==> config.mk <==
export PLATFORM = sky130hd
export DESIGN_NAME = sa_read_arbiter
export DESIGN_NICKNAME = d
export VERILOG_FILES = /design/src/rtl/sa_read_arbiter_pkg.sv /design/src/rtl/sa_rr_picker.sv /design/src/rtl/sa_read_arbiter.sv
export SDC_FILE = /design/constraint.sdc
export NUM_CORES = 1
export LEC_CHECK = 0
export BUFFER_PORTS_ARGS = -buffer_cell sky130_fd_sc_hd__buf_2
export CAP_MARGIN = 15
export CORE_ASPECT_RATIO = 0.5
export CORE_UTILIZATION = 48
export DETAILED_ROUTE_END_ITERATION = 7
export GPL_TIMING_DRIVEN = 0
export PLACE_DENSITY = 0.88
export SYNTH_ARGS = -nofsm -noshare
export SYNTH_HDL_FRONTEND = slang
export SYNTH_SLANG_ARGS = --single-unit
==> constraint.sdc <==
create_clock -name ACLK_i -period 5.5 [get_ports ACLK_i]
set_input_delay 0 -clock ACLK_i [delete_from_list [all_inputs] [get_ports ACLK_i]]
set_output_delay 0 -clock ACLK_i [all_outputs]
set_load 0.005 [all_outputs]
==> src/rtl/sa_read_arbiter_pkg.sv <==
// Shared types and field widths for the slave-side AR/AW arbiters and the dispatchers.
package sa_read_arbiter_pkg;

  typedef enum logic {
    IDLE = 1'b0,
    BUSY = 1'b1
  } sa_state_e;

  localparam int SA_TRANS_MST_ID_W    = 5;
  localparam int SA_TRANS_BURST_W     = 2;
  localparam int SA_TRANS_DATA_LEN_W  = 3;
  localparam int SA_TRANS_DATA_SIZE_W = 3;
  localparam int SA_ADDR_WIDTH        = 32;

  // One extra bit so the counter can hold the limit value itself.
  function automatic int outst_cnt_w(input int outstanding_amt);
    return $clog2(outstanding_amt) + 1;
  endfunction

endpackage

==> src/rtl/sa_rr_picker.sv <==
// Combinational rotating-priority picker: the search starts at ptr and wraps.
module sa_rr_picker #(
  parameter int N     = 2,
  parameter int IDX_W = (N > 1) ? $clog2(N) : 1
) (
  input  logic [N-1:0]     req,
  input  logic [IDX_W-1:0] ptr,
  output logic             gnt_valid,
  output logic [IDX_W-1:0] gnt_idx,
  output logic [N-1:0]     gnt_onehot
);

  int               cand;
  logic [IDX_W-1:0] cand_idx;

  always_comb begin
    gnt_valid  = 1'b0;
    gnt_idx    = '0;
    gnt_onehot = '0;
    cand       = 0;
    cand_idx   = '0;
    for (int i = 0; i < N; i++) begin
      cand = int'(ptr) + i;
      if (cand >= N) cand = cand - N;
      cand_idx = IDX_W'(cand);
      if (!gnt_valid && req[cand_idx]) begin
        gnt_valid = 1'b1;
        gnt_idx   = cand_idx;
      end
    end
    if (gnt_valid) gnt_onehot = N'(1) << gnt_idx;
  end

endmodule

==> src/rtl/sa_read_arbiter.sv <==
// Per-slave AR arbiter with outstanding-burst limiting and R-route index push.
// SA_AR_FIXED_PRIO_EN selects fixed lowest-index priority instead of round-robin.
//
// state | meaning
// IDLE  | no AR pending; pick a winner when a request is present and the limit allows
// BUSY  | s_ARVALID_o asserted with the winner's fields held until s_ARREADY_i
module sa_read_arbiter
  import sa_read_arbiter_pkg::*;
#(
  parameter int MST_AMT           = 2,
  parameter int MST_ID_W          = $clog2(MST_AMT),
  parameter int OUTSTANDING_AMT   = 8,
  parameter int ADDR_WIDTH        = SA_ADDR_WIDTH,
  parameter int TRANS_MST_ID_W    = SA_TRANS_MST_ID_W,
  parameter int TRANS_BURST_W     = SA_TRANS_BURST_W,
  parameter int TRANS_DATA_LEN_W  = SA_TRANS_DATA_LEN_W,
  parameter int TRANS_DATA_SIZE_W = SA_TRANS_DATA_SIZE_W
) (
  input  logic                                  ACLK_i,
  input  logic                                  ARESETn_i,
  input  logic [TRANS_MST_ID_W*MST_AMT-1:0]     dsp_ARID_i,
  input  logic [ADDR_WIDTH*MST_AMT-1:0]         dsp_ARADDR_i,
  input  logic [TRANS_BURST_W*MST_AMT-1:0]      dsp_ARBURST_i,
  input  logic [TRANS_DATA_LEN_W*MST_AMT-1:0]   dsp_ARLEN_i,
  input  logic [TRANS_DATA_SIZE_W*MST_AMT-1:0]  dsp_ARSIZE_i,
  input  logic [MST_AMT-1:0]                    dsp_ARVALID_i,
  output logic [MST_AMT-1:0]                    dsp_ARREADY_o,
  output logic [TRANS_MST_ID_W-1:0]             s_ARID_o,
  output logic [ADDR_WIDTH-1:0]                 s_ARADDR_o,
  output logic [TRANS_BURST_W-1:0]              s_ARBURST_o,
  output logic [TRANS_DATA_LEN_W-1:0]           s_ARLEN_o,
  output logic [TRANS_DATA_SIZE_W-1:0]          s_ARSIZE_o,
  output logic                                  s_ARVALID_o,
  input  logic                                  s_ARREADY_i,
  input  logic                                  s_RLAST_i,
  input  logic                                  s_RVALID_i,
  input  logic                                  s_RREADY_i,
  output logic [MST_ID_W-1:0]                   grant_mst_o,
  output logic                                  grant_push_o,
  output logic                                  outst_full_o
);

  localparam int CNT_W = outst_cnt_w(OUTSTANDING_AMT);

  logic [TRANS_MST_ID_W-1:0]    id_arr    [MST_AMT];
  logic [ADDR_WIDTH-1:0]        addr_arr  [MST_AMT];
  logic [TRANS_BURST_W-1:0]     burst_arr [MST_AMT];
  logic [TRANS_DATA_LEN_W-1:0]  len_arr   [MST_AMT];
  logic [TRANS_DATA_SIZE_W-1:0] size_arr  [MST_AMT];

  for (genvar m = 0; m < MST_AMT; m++) begin : g_unpack
    assign id_arr[m]    = dsp_ARID_i[m*TRANS_MST_ID_W +: TRANS_MST_ID_W];
    assign addr_arr[m]  = dsp_ARADDR_i[m*ADDR_WIDTH +: ADDR_WIDTH];
    assign burst_arr[m] = dsp_ARBURST_i[m*TRANS_BURST_W +: TRANS_BURST_W];
    assign len_arr[m]   = dsp_ARLEN_i[m*TRANS_DATA_LEN_W +: TRANS_DATA_LEN_W];
    assign size_arr[m]  = dsp_ARSIZE_i[m*TRANS_DATA_SIZE_W +: TRANS_DATA_SIZE_W];
  end

  sa_state_e          state;
  logic [CNT_W-1:0]   outst_cnt;
  logic [MST_ID_W-1:0] rr_ptr;
  logic [MST_ID_W-1:0] winner;
  logic               pick_valid;
  logic [MST_ID_W-1:0] pick_idx;
  logic [MST_AMT-1:0] pick_onehot;
  logic               grant;
  logic               ar_hs;
  logic               r_dec;

  sa_rr_picker #(
    .N     (MST_AMT),
    .IDX_W (MST_ID_W)
  ) u_picker (
    .req        (dsp_ARVALID_i),
    .ptr        (rr_ptr),
    .gnt_valid  (pick_valid),
    .gnt_idx    (pick_idx),
    .gnt_onehot (pick_onehot)
  );

  assign grant        = (state == IDLE) && pick_valid && !outst_full_o;
  assign ar_hs        = s_ARVALID_o && s_ARREADY_i;
  assign r_dec        = s_RVALID_i && s_RREADY_i && s_RLAST_i && (outst_cnt != '0);
  assign outst_full_o = (outst_cnt == CNT_W'(OUTSTANDING_AMT));
  assign grant_push_o = ar_hs;
  assign grant_mst_o  = winner;

`ifdef SA_AR_FIXED_PRIO_EN
  assign rr_ptr = '0;
`else
  always_ff @(posedge ACLK_i) begin
    if (!ARESETn_i) begin
      rr_ptr <= '0;
    end else if (grant) begin
      rr_ptr <= (pick_idx == MST_ID_W'(MST_AMT - 1)) ? '0 : pick_idx + 1'b1;
    end
  end
`endif

  // Handshake and retirement in the same cycle cancel out.
  always_ff @(posedge ACLK_i) begin
    if (!ARESETn_i) begin
      outst_cnt <= '0;
    end else begin
      case ({ar_hs, r_dec})
        2'b10:   outst_cnt <= outst_cnt + 1'b1;
        2'b01:   outst_cnt <= outst_cnt - 1'b1;
        default: outst_cnt <= outst_cnt;
      endcase
    end
  end

  always_ff @(posedge ACLK_i) begin
    if (!ARESETn_i) begin
      state         <= IDLE;
      s_ARVALID_o   <= 1'b0;
      s_ARID_o      <= '0;
      s_ARADDR_o    <= '0;
      s_ARBURST_o   <= '0;
      s_ARLEN_o     <= '0;
      s_ARSIZE_o    <= '0;
      dsp_ARREADY_o <= '0;
      winner        <= '0;
    end else begin
      dsp_ARREADY_o <= '0;
      case (state)
        IDLE: begin
          if (grant) begin
            s_ARID_o      <= id_arr[pick_idx];
            s_ARADDR_o    <= addr_arr[pick_idx];
            s_ARBURST_o   <= burst_arr[pick_idx];
            s_ARLEN_o     <= len_arr[pick_idx];
            s_ARSIZE_o    <= size_arr[pick_idx];
            winner        <= pick_idx;
            dsp_ARREADY_o <= pick_onehot;
            s_ARVALID_o   <= 1'b1;
            state         <= BUSY;
          end
        end
        BUSY: begin
          if (s_ARREADY_i) begin
            s_ARVALID_o <= 1'b0;
            state       <= IDLE;
          end
        end
        default: state <= IDLE;
      endcase
    end
  end

endmodule

==> impl_metrics.toml <==
[status]
outcome = "complete, but fails checks"
violations = "DRC"

[timing]
postLayoutSetupSlackWorst_ns = 3.31
fmax_ghz = 0.456
setup_violations = 0
period_needed_ns = 2.19
maxSlewHeadroom_pct = 51.1
setup_tns_ns = 0
whs_ns = 0.00462
hold_viol_final = 0
rsz0062_at_grt = "no"
fin_crit_sh_pct = 39.9
clock_skew_ns = 0.00542
worst_pin_slew_ns = 0.734
finalMaxSlewViolations = 0

[pwr]
cellLeakagePower_nw = 1.90
peakVddDrop_mv = 0.165
power_density_nw_per_um2 = 280

[synth]
ys.flop_type = "dfxtp_1"
ys_seq_area_share_pct = 40.1
synthCells = 255
yosysWarnings = 0
synth-edff-count = 0
synth.cell_area_um2 = 2750
async_reset_ff_share_pct = 0
syn_nets = 356
avgSynthCellArea_um2 = 10.8
synth_cell_types = 34
ys_seq_elements = 55
synth_top_area_share_pct = 40.1
ys_top_cells_by_area = "dfxtp_1 40%, a211oi_2 21%, mux2i_1 17%"
yosysTopAreaCell = "dfxtp_1"

[setup_path]
cp-start-kind = "flop"
rr_startpoint = "outst_cnt[1]"
path_class = "flop to flop"
cp.required_ns = 5.72
end_kind = "flop"
reg2reg_slack_ns = 3.31
worstSetupEndpoint = "outst_cnt[2]"
critPathArrivalTime_ns = 2.41
worstPathCellList = "nor4_1 > nor2_1 > ha_1 > xor2_1 > ha_1 > a21oi_1 > xor2_1 > or3_1 > a21oi_1"
rr_endpoint = "outst_cnt[2]"
max_stage_delay_ns = 0.40
reg2reg_depth = 9
crit_path_start = "outst_cnt[1]"
crit_slowest_cell = "dfxtp_1"
crit_fanout = 7

[grt]
grt_usage_pct = 22.9
grt_pass1_wl_um = 10800
grt_remaining_overflow = 0
grt_max_degree = 18
antenna_found_initial = 0
grt_pass1_vias = 2364

[place]
gp_congestion = 0.771
place_ws_ns = 3.33
io_buffers = 148
dp_hpwl_um = 5160
dpl_cell_area_um2 = 3580

[clocking]
clk_latency_ns = 0.29
clkTransAtPathRegs_ns = 0.07
cts_resized = 0
cts_setup_buffers = 0
cts.sinks = 55
cts_root_buf = "clkbuf_16"
cts_hold_buffers = 1
cts_htree_levels = 2
cts_tree = "yes"
cts_made_buffers = 5
cts_buffer_depth = 2

[die]
num_rows = 19
dieArea_um2 = 6050
fp.dieW_um = 109
die_h_um = 55.5
num_io_pins = 149
initial_utilization_pct = 50.0
core_area_um2 = 5490

[route]
wire_per_inst_um = 13.8
drt-total-wl_um = 6680
drc = 2
first_pass_iters = 6
vias_per_cell = 5.13
drt_iter0_drc = 100
ant_nets = 0
via_count = 2490

[cells_and_area]
seq_area_um2 = 1100
fill_cells = 426
fin_nets = 512
layout_common_cells = "153 x buf_2, 55 x dfxtp_1, 50 x nor2_1, 47 x mux2i_1, 45 x a211oi_2"
final_common_cell = "buf_2"
multiInputGateArea_um2 = 1500
synthToLayoutAreaGrowth_pct = 36.3
drive_gt1_share_pct = 53.4
design_area_um2 = 3740
antenna_cells = 0

[flow_run]
max-cap-violations = 0

[worst_hold_path]
timing.hold.worst.class = "input pin to flop"
-- through the flow --
stage | cells | utilization [%] | total power (W)
2_1_floorplan | 255 | - | 0.000628
6_report | 485 | 68.2 | 0.00105
5_1_grt | 485 | 68.2 | 0.00110
4_1_cts | 485 | 68.2 | 0.00105
3_3_place_gp | 476 | 65.2 | 0.000721
3_5_place_dp | 476 | 65.2 | 0.000732
-- where the power goes --
| group | switching, W | internal [W] | total [W] |
|---|---|---|---|
| Clock | 0.000142 | 0.000182 | 0.000324 |
| Combinational | 0.000133 | 0.000128 | 0.000261 |
| Sequential | 0.0000224 | 0.000439 | 0.000461 |
| Total | 0.000298 | 0.000749 | 0.00105 |
-- cell families after synthesis --
logic type	count (synthesis)	synth area share, %
AND/OR/NAND/NOR	68	12.0
AO/OA/AOI/OAI	56	23.1
flip-flops	55	40.1
multiplexers	47	17.1
buffers and inverters	23	5.42
XOR/XNOR	3	0.957
adder cells (fa/ha/maj)	3	1.37
-- layout make-up --
type	count	share of cell area, %
plain buffers	20	3.68
clock buffers	6	3.71
clock inverters	2	0.434
inverters	3	0.301
multi-input cells	177	40.0
flip-flops and latches	55	29.4
well taps	73	2.44
repair buffers	149	20.1
-- registers in the layout, summed over array words and instances, names as in the netlist --
register       flops
s_ARADDR_o        32
s_ARID_o           5
outst_cnt          4
s_ARLEN_o          3
s_ARSIZE_o         3
dsp_ARREADY_o      2
s_ARBURST_o        2
grant_mst_o        1
rr_ptr             1
s_ARVALID_o        1
state              1
-- worst max-delay path, delay by kind of cell, from the launching register on --
family / cells / cell delay, ns
AOI/OAI and AO/OA: 2 / 0.28
xor gates and xnor gates: 2 / 0.26
adders and majority gates: 2 / 0.45
and+or+nand+nor: 3 / 0.73
DFF: 1 / 0.40
-- layer usage --
| layer | vias to the layer above | share of wire (%) | track usage (%) |
|---|---|---|---|
| li1 | 1238 | - | - |
| met1 | 1194 | 43 | 27.5 |
| met2 | 49 | 53 | 41.4 |
| met3 | 9 | 3.5 | 4.13 |
| met4 | 0 | 1.0 | 6.56 |
| met5 | - | 0 | 0 |
-- synth_stat cells, types with 3 or more instances --
master and instances:
a211oi_2 45, a21oi_1 6, buf_2 5, buf_4 3, buf_6 6, clkbuf_1 5
dfxtp_1 55, ha_1 3, mux2i_1 47, nand2_1 3, nand2b_1 3, nor2_1 50
xor2_1 3
-- worst min path at each step --
stage                start     endpoint  slack (ns)  cells past startpoint
2_1_floorplan  s_ARREADY_i  s_ARVALID_o        0.09                      1
3_3_place_gp   s_ARREADY_i  s_ARVALID_o        0.21                      2
3_5_place_dp   s_ARREADY_i  s_ARVALID_o        0.22                      2
4_1_cts          ARESETn_i       rr_ptr      0.0005                      2
5_1_grt          ARESETn_i       rr_ptr       0.005                      2
6_report         ARESETn_i       rr_ptr       0.005                      2
No activity file was read; power rests on OpenSTA's default activity.
